==> config.mk <==
export PLATFORM = sky130hd
export DESIGN_NAME = dmem_block_responder
export DESIGN_NICKNAME = d
export VERILOG_FILES = /design/src/rtl/dmem_block_responder_pkg.sv /design/src/rtl/dmem_block_responder_array.sv /design/src/rtl/dmem_block_responder.sv
export SDC_FILE = /design/constraint.sdc
export NUM_CORES = 1
export LEC_CHECK = 0
export BUFFER_PORTS_ARGS = -buffer_cell sky130_fd_sc_hd__buf_2
export CAP_MARGIN = 20
export CORE_MARGIN = 5
export CORE_UTILIZATION = 50
export CTS_CLUSTER_SIZE = 20
export DETAILED_ROUTE_END_ITERATION = 10
export GPL_TIMING_DRIVEN = 0
export PLACE_DENSITY_LB_ADDON = 0.1
export SYNTH_ARGS = -nofsm -noshare
export SYNTH_HDL_FRONTEND = slang
export SYNTH_HIERARCHICAL = 1
export SYNTH_SLANG_ARGS = --single-unit
==> constraint.sdc <==
create_clock -name clk -period 12.1 [get_ports clk]
set_input_delay 3.025 -clock clk [delete_from_list [all_inputs] [get_ports clk]]
set_output_delay 3.025 -clock clk [all_outputs]
set_load 0.02 [all_outputs]
==> src/rtl/dmem_block_responder_pkg.sv <==
// Shared constants, state encoding and helpers for the D-cache backing-memory responder.
// Optional access counters are enabled with DMEM_ACCESS_CNT_EN.
package dmem_block_responder_pkg;

    localparam int DBLOCK_SIZE_BITS = 64;
    localparam int DTAG_SIZE        = 2;
    localparam int DSET_INDEX_SIZE  = 2;
    localparam int DMEM_LATENCY     = 4;

    typedef enum logic [1:0] {
        ST_INIT = 2'd0,
        ST_IDLE = 2'd1,
        ST_WAIT = 2'd2,
        ST_RESP = 2'd3
    } rsp_state_e;

    function automatic logic [15:0] sat_inc16(input logic [15:0] v);
        return (v == 16'hFFFF) ? v : v + 16'd1;
    endfunction

endpackage

==> src/rtl/dmem_block_responder_array.sv <==
// Block storage: 2^ADDR_W x BLOCK_BITS, one synchronous read/write port, contents not reset.
module dmem_block_array #(
    parameter int ADDR_W     = 4,
    parameter int BLOCK_BITS = 64
) (
    input  logic                  clk_i,
    input  logic                  we_i,
    input  logic                  re_i,
    input  logic [ADDR_W-1:0]     addr_i,
    input  logic [BLOCK_BITS-1:0] wdata_i,
    output logic [BLOCK_BITS-1:0] rdata_o
);

    logic [BLOCK_BITS-1:0] mem_q [2**ADDR_W];
    logic [BLOCK_BITS-1:0] rdata_q;

    always_ff @(posedge clk_i) begin
        if (we_i) begin
            mem_q[addr_i] <= wdata_i;
        end
        if (re_i) begin
            rdata_q <= mem_q[addr_i];
        end
    end

    assign rdata_o = rdata_q;

endmodule

==> src/rtl/dmem_block_responder.sv <==
// Block-granular refill/writeback responder with fixed latency and post-reset zero-fill.
// Define DMEM_ACCESS_CNT_EN to add saturating rd_count/wr_count outputs.
module dmem_block_responder
    import dmem_block_responder_pkg::*;
#(
    parameter int BLOCK_BITS = DBLOCK_SIZE_BITS,
    parameter int ADDR_W     = DTAG_SIZE + DSET_INDEX_SIZE,
    parameter int LATENCY    = DMEM_LATENCY
) (
    input  logic                  clk,
    input  logic                  rst,
    input  logic                  req_valid,
    input  logic                  req_write,
    input  logic [ADDR_W-1:0]     req_addr,
    input  logic [BLOCK_BITS-1:0] req_wdata,
    output logic                  req_ready,
    output logic                  resp_valid,
    output logic                  resp_write,
    output logic [BLOCK_BITS-1:0] resp_rdata,
    input  logic                  resp_ready
`ifdef DMEM_ACCESS_CNT_EN
    ,
    output logic [15:0]           rd_count,
    output logic [15:0]           wr_count
`endif
);

    localparam logic [7:0] CNT_LOAD = 8'(LATENCY - 1);

    rsp_state_e            state_q;
    logic [ADDR_W-1:0]     ptr_q;
    logic [7:0]            cnt_q;
    logic                  req_ready_q;
    logic                  resp_valid_q;
    logic                  resp_write_q;
    logic [ADDR_W-1:0]     addr_q;
    logic                  wr_q;
    logic [BLOCK_BITS-1:0] wdata_q;

    logic                  resp_go;
    logic                  arr_we;
    logic                  arr_re;
    logic [ADDR_W-1:0]     arr_addr;
    logic [BLOCK_BITS-1:0] arr_wdata;
    logic [BLOCK_BITS-1:0] arr_rdata;

    assign resp_go = (state_q == ST_WAIT) && (cnt_q == 8'd0);

    // The array access lands on the WAIT->RESP edge so read data is registered with resp_valid.
    always_comb begin
        arr_we    = 1'b0;
        arr_re    = 1'b0;
        arr_addr  = addr_q;
        arr_wdata = wdata_q;
        if (state_q == ST_INIT) begin
            arr_we    = 1'b1;
            arr_addr  = ptr_q;
            arr_wdata = '0;
        end else if (resp_go) begin
            arr_we = wr_q;
            arr_re = ~wr_q;
        end
    end

    dmem_block_array #(
        .ADDR_W     (ADDR_W),
        .BLOCK_BITS (BLOCK_BITS)
    ) u_array (
        .clk_i   (clk),
        .we_i    (arr_we),
        .re_i    (arr_re),
        .addr_i  (arr_addr),
        .wdata_i (arr_wdata),
        .rdata_o (arr_rdata)
    );

    always_ff @(posedge clk or posedge rst) begin
        if (rst) begin
            state_q      <= ST_INIT;
            ptr_q        <= '0;
            cnt_q        <= '0;
            req_ready_q  <= 1'b0;
            resp_valid_q <= 1'b0;
            resp_write_q <= 1'b0;
        end else begin
            case (state_q)
                ST_INIT: begin
                    ptr_q <= ptr_q + 1'b1;
                    if (ptr_q == '1) begin
                        state_q     <= ST_IDLE;
                        req_ready_q <= 1'b1;
                    end
                end
                ST_IDLE: begin
                    if (req_valid) begin
                        state_q     <= ST_WAIT;
                        req_ready_q <= 1'b0;
                        cnt_q       <= CNT_LOAD;
                    end
                end
                ST_WAIT: begin
                    if (cnt_q == 8'd0) begin
                        state_q      <= ST_RESP;
                        resp_valid_q <= 1'b1;
                        resp_write_q <= wr_q;
                    end else begin
                        cnt_q <= cnt_q - 8'd1;
                    end
                end
                ST_RESP: begin
                    if (resp_ready) begin
                        state_q      <= ST_IDLE;
                        resp_valid_q <= 1'b0;
                        req_ready_q  <= 1'b1;
                    end
                end
                default: state_q <= ST_INIT;
            endcase
        end
    end

    always_ff @(posedge clk) begin
        if (state_q == ST_IDLE && req_valid) begin
            addr_q  <= req_addr;
            wr_q    <= req_write;
            wdata_q <= req_wdata;
        end
    end

    assign req_ready  = req_ready_q;
    assign resp_valid = resp_valid_q;
    assign resp_write = resp_write_q;
    assign resp_rdata = (resp_valid_q && !resp_write_q) ? arr_rdata : '0;

`ifdef DMEM_ACCESS_CNT_EN
    logic [15:0] rd_cnt_q;
    logic [15:0] wr_cnt_q;

    always_ff @(posedge clk or posedge rst) begin
        if (rst) begin
            rd_cnt_q <= '0;
            wr_cnt_q <= '0;
        end else if (state_q == ST_RESP && resp_ready) begin
            if (resp_write_q) begin
                wr_cnt_q <= sat_inc16(wr_cnt_q);
            end else begin
                rd_cnt_q <= sat_inc16(rd_cnt_q);
            end
        end
    end

    assign rd_count = rd_cnt_q;
    assign wr_count = wr_cnt_q;
`endif

endmodule
==> results.toml, run 1 <==
[power_and_ir_drop]
finalPower_mw = 11.6
peakVddDrop_mv = 0.126
power.leakage_nw = 16.9
powerDensity_nw_per_um2 = 224

[clocking]
cts.path.max_buffers = 3
cts-root-buf = "clkbuf_16"
cts_tree = "done"
clk_latency_ns = 0.69
post_cts_resized = 0
cts_hold_buf = 0
clk_pin_slew_ns = 0.06
cts-htree-levels = 3
cts_buffers = 116
cts.sinks = 1174
cts_setup_buffers = 0

[synthesis]
synth_top_family_by_area = "multiplexers"
syn-num-nets = 2042
synth_adder_area_share = 0.00198
synth_compound_area_frac = 0.0250
synth_edf_count = 1157
ys_warn_count = 6
ys.flop_type = "edfxtp_1"
syn_inst = 1962
ys_seq_area_frac = 0.797
synth_mux_area_frac = 0.133
synth_area_um2 = 44100
synthSimpleGateAreaFrac = 0.0314
synth-xor-area-share = 0.000595
ys_types = 45
async_flop_share = 0.0145
ys_ff_latch = 1174
synth_area_per_cell_um2 = 22.5

[worst_setup_path]
required_ns = 9.07
r2r_slack_ns = 7.38
rr_startpoint = "state_q[0]"
ff2ff_path_depth = 11
critical_path_arrival_ns = 2.84
cp-start-kind = "register"
slowest_delay_ns = 0.59
cp_slowest_cell = "clkbuf_2"
critPathCaptureType = "primary output"
cp_top_family = "buffers and inverters"
worstPathMaxFanout = 10
critical_path.cell_chain = "nor2b_1 -> clkbuf_2 -> clkbuf_1 -> and2_1 -> buf_2"
critical_path_class = "register to primary output"
regToRegEndpoint = "u_array/mem_q[7][28]"
crit_buf_inv = 3

[place]
gp_congestion = 0.735
dp.cells = 3350
dpl_worst_slack_ns = 6.89
portBuffers = 139
hpwl_um = 64300

[grt]
grt_usage = 0.218
grt_pass1_vias = 22000
antenna_found_initial = 1
grt_max_degree = 42
overflow = 0
grt_pass1_wl_um = 150000

[final_layout]
nNetsFinal = 2392
fin_util = 0.587
antennaDiodeCount = 0
area_delta_synth_final_pct = 17.1
drive_gt1_frac = 0.303
fin_cells = 3577

[sta]
hold_viol = 0
worst_pin_slew_ns = 1.11
drv_slew = 0
fmax_mhz = 171
post-route-min-period_ns = 5.86
setup_tns_ns = 0
grt_setup_unrepaired = "false"
max_slew_margin = 0.259
finalClockSkew_ns = 0.0281
final.period_utilization = 0.485
layout_setup_ws_ns = 6.24
setup_viol = 0

[detailed_routing]
ant_nets = 0
viasPerCell = 5.92
drt_iter0_drc = 1981
drc = 0
drt-total-wl_um = 102000
dr.pass1.iters = 5
vias = 21200
wl_per_cell_um = 28.5

[floorplan]
ios = 140
die_h_um = 307
core_area_um2 = 88000
start_util = 0.502
die_area_um2 = 94300
chipWidth_um = 307
num_rows = 109

[run_status]
status = "finished clean"

[flow_run]
drv_cap = 0

[hold_path]
min_from = "ptr_q[3]"
whs_path_depth = 1
worstHoldPathType = "register to register"
hold_end = "ptr_q[3]"
## cells in the mapped netlist (2+ instances only)
cell type	count	area [µm²]
xnor2_1	2	17.5
mux2i_1	3	30.0
o31ai_1	3	22.5
or3b_2	2	17.5
buf_4	7	52.6
dfrtp_1	17	425
nand3_1	7	35.0
nand3b_1	3	22.5
nor2_1	18	67.6
inv_1	8	30.0
a22oi_1	129	968
buf_2	28	140
edfxtp_1	1157	34700
nor2b_1	67	419
buf_1	13	48.8
nor3_1	7	35.0
nand2b_1	3	18.8
o21ai_0	7	35.0
ha_1	7	87.6
and2_1	66	413
nand2_1	73	274
mux4_2	256	5770
clkbuf_1	52	195
mux2_2	6	67.6
## cell type report
class | instances | area (µm²)
buffer | 101 | 449
clock buffer | 142 | 3030
clock inverter | 76 | 778
fill | 6352 | 36300
inverter | 8 | 30.0
multi-input combinational | 679 | 8600
sequential | 1174 | 35200
tap | 1165 | 1460
timing repair buffer | 232 | 2140
## per-stage QoR
step                hold slack, ns  instance area (µm²)
global placement             0.491                46300
CTS                          0.514                51600
global route                 0.532                51700
detailed placement           0.502                47800
finish                       0.516                51700
floorplan                    0.461                44100
## report_power, final
part	total [mW]	switching, mW	internal, mW	leakage (nW)
registers	5.16	0.0598	5.10	10.7
clock network	3.57	1.51	2.06	1.85
logic	2.83	1.77	1.06	4.35
## worst register-to-register path, cell delays in order, from the launching register on
cell	delay (ns)
dfrtp_1	0.40
inv_1	0.12
ha_1	0.28
buf_1	0.40
mux2_2	0.27
buf_2	0.38
buf_2	0.41
buf_1	0.48
nand2_1	0.39
nor2_4	0.76
buf_12	0.30
buf_12	0.22
## logic make-up after synthesis
| logic type | count (synthesis) |
|---|---|
| mux | 266 |
| flops | 1174 |
| fa+ha+maj | 7 |
| simple gates | 255 |
| xor+xnor | 3 |
| compound gates | 148 |
| buf+inv | 109 |
## cell usage in the layout, fill, tap and decap left out, types with 5 or more instances in the layout
cell type   count
clkinv_2       25
o21ai_0         7
buf_2         167
clkinvlp_4      9
bufinv_16      13
nor2_4         12
clkinv_1       22
nor3_2          5
buf_12         27
mux4_2        256
edfxtp_1     1157
inv_1           8
ha_1            7
buf_4          16
nand2_1        73
clkbuf_16     117
a22oi_1       129
dfrtp_1        17
clkbuf_1       75
buf_6          41
nor2_1          6
buf_1          13
buf_16         11
nor2b_1        67
and2_1         65
mux2_2          6
nand3_1         7
## how the worst max path moves through the flow
stage	from	endpoint	cells past startpoint
final	resp_valid	resp_rdata[39]	5
after floorplan	state_q[0]	u_array/mem_q[0][0]	7
after global placement	state_q[0]	u_array/mem_q[4][41]	8
after CTS	resp_valid	resp_rdata[62]	5
after global routing	resp_valid	resp_rdata[49]	5
after detailed placement	resp_valid	resp_rdata[62]	5
## flip-flops by register name (all words and copies together) (netlist names)
name,flops
wr_q,1
wdata_q,64
resp_write,1
u_array/rdata_o,64
u_array/mem_q,1024
cnt_q,8
resp_valid,1
state_q,2
req_ready,1
ptr_q,4
addr_q,4
## layer usage
layer	up-vias	GRT usage	wire, µm
met5	-	0	0
li1	8930	-	-
met3	159	0.0331	6190
met1	11400	0.306	41700
met2	701	0.364	51400
met4	0	0.0611	2560
(Power assumes the default switching activity.)
==> inputs of run 2 (changes only) <==
==> constraint.sdc (replaced) <==
create_clock -name clk -period 5.52 [get_ports clk]
set_input_delay 1.38 -clock clk [delete_from_list [all_inputs] [get_ports clk]]
set_output_delay 1.38 -clock clk [all_outputs]
set_load 0.02 [all_outputs]
==> results.toml, run 2 (synthesized netlist as in run 1, its figures left out) <==
[sta]
drv_slew = 0
setup_tns_ns = 0
grt_setup_unrepaired = "false"
hold-worst-slack_ns = 0.527
hold_viol = 0
worst_pin_slew_ns = 1.01
setup_viol = 0
max_slew_margin = 0.322
finalClockSkew_ns = 0.0167
post-route-min-period_ns = 4.83
fmax_mhz = 207
final.period_utilization = 0.874

[clocking]
cts-htree-levels = 3
cts_setup_buffers = 0
cts_buffers = 118
cts.sinks = 1174
cts-root-buf = "clkbuf_16"
post_cts_resized = 0
clk_latency_ns = 0.68
cts_hold_buf = 0
cts_tree = "done"
cts.path.max_buffers = 3
clk_pin_slew_ns = 0.06

[final_layout]
largest-register = "u_array/mem_q"
area_delta_synth_final_pct = 17.2
regArea_um2 = 35200
drive_gt1_frac = 0.298
fin_cells = 3570
final_common_cell = "edfxtp_1"
layout_common_cells = "1,157 x edfxtp_1, 256 x mux4_2, 167 x buf_2"
nNetsFinal = 2385
largest_reg_flops = 1024
design_area_um2 = 51700
fin_util = 0.588
multi_input_area_um2 = 8610
fillers = 6340

[place]
gp_congestion = 0.727
post_dp_cell_area_um2 = 47800
dp.cells = 3346
hpwl_um = 63700
portBuffers = 139

[hold_path]
worstHoldPathType = "register to register"

[grt]
grt_usage = 0.218
overflow = 0
antenna_found_initial = 4
grt_pass1_wl_um = 149000
grt_pass1_vias = 21900
grt_max_degree = 50

[detailed_routing]
drt_iter0_drc = 1929
ant_nets = 0
dr.pass1.iters = 5
drt-total-wl_um = 102000
viasPerCell = 5.90
vias = 21000
drc = 0
wl_per_cell_um = 28.6

[worst_setup_path]
worstPathMaxFanout = 18
critical_path_class = "register to register"
cp_top_family = "buffers and inverters"
slowest_delay_ns = 0.56
cp_slowest_cell = "nor2_4"
critical_path_arrival_ns = 5.19
crit_buf_inv = 8
required_ns = 5.88
cp-start-kind = "register"
critPathCaptureType = "register"
critical_path.cell_chain = "inv_1 -> ha_1 -> buf_1 -> mux2_2 -> buf_2 -> buf_2 -> buf_1 -> nand2_1 -> nor2_4 -> buf_16 -> buf_16 -> buf_12"

[floorplan]
ios = 140
chipWidth_um = 307
die_area_um2 = 94300
core_area_um2 = 88000
num_rows = 109
start_util = 0.502
die_h_um = 307

[run_status]
status = "finished clean"

[power_and_ir_drop]
peakVddDrop_mv = 0.299
powerDensity_nw_per_um2 = 492
power.leakage_nw = 16.9

[flow_run]
drv_cap = 0
run 2: changes by cell type in the layout (fill, tap and decap cells not counted), sizes merged:
cell,change
buf,-7
bufinv,+1
clkbuf,+5
clkinv,-3
clkinvlp,-7
diode,+1
inv,+3
run 2: final cells by class:
class	instances	area share
antenna	1	0.0000484
buffer	101	0.00866
clock buffer	149	0.0601
clock inverter	70	0.0143
inverter	8	0.000581
multi-input combinational	679	0.167
sequential	1174	0.680
tap	1165	0.0282
timing repair buffer	223	0.0417
run 2: final timing paths:
| check | cells after the start | end | startpoint | slack, ns |
|---|---|---|---|---|
| min in group asynchronous | 2 | resp_valid | rst | 0.80 |
| min | 1 | ptr_q[2] | ptr_q[2] | 0.53 |
| max reg2reg | 12 | u_array/mem_q[7][32] | state_q[0] | 0.69 |
| max | 12 | u_array/mem_q[7][32] | state_q[0] | 0.69 |
| max in group asynchronous | 2 | ptr_q[2] | rst | 4.27 |
| min reg2reg | 1 | ptr_q[2] | ptr_q[2] | 0.53 |
run 2: worst reg2reg max path, stage by stage (launching register included):
cell and delay [ns]:
dfrtp_1 0.40, inv_1 0.12, ha_1 0.26, buf_1 0.50, mux2_2 0.29, buf_2 0.39
buf_2 0.41, buf_1 0.52, nand2_1 0.42, nor2_4 0.56, buf_16 0.23, buf_16 0.19
buf_12 0.21
run 2: stage by stage:
step / total power, mW / setup WS [ns]
CTS: 25.7 / 0.685
detailed placement: 17.9 / 0.722
global placement: 17.6 / -8.96
global route: 26.6 / 0.462
finish: 25.4 / 0.695
floorplan: 15.5 / -1.32
run 2: layer usage:
layer	share of wire	global-route usage	wire length, µm	up-vias
met3	0.059	0.0358	6020	139
met5	0	0	0	-
li1	-	-	-	8916
met1	0.41	0.305	41800	11300
met4	0.021	0.0539	2160	0
met2	0.51	0.366	51900	703
run 2: where the power goes:
group	total, mW	internal [mW]	switching (mW)
logic	6.23	2.32	3.91
registers	11.3	11.2	0.135
clock network	7.89	4.64	3.26
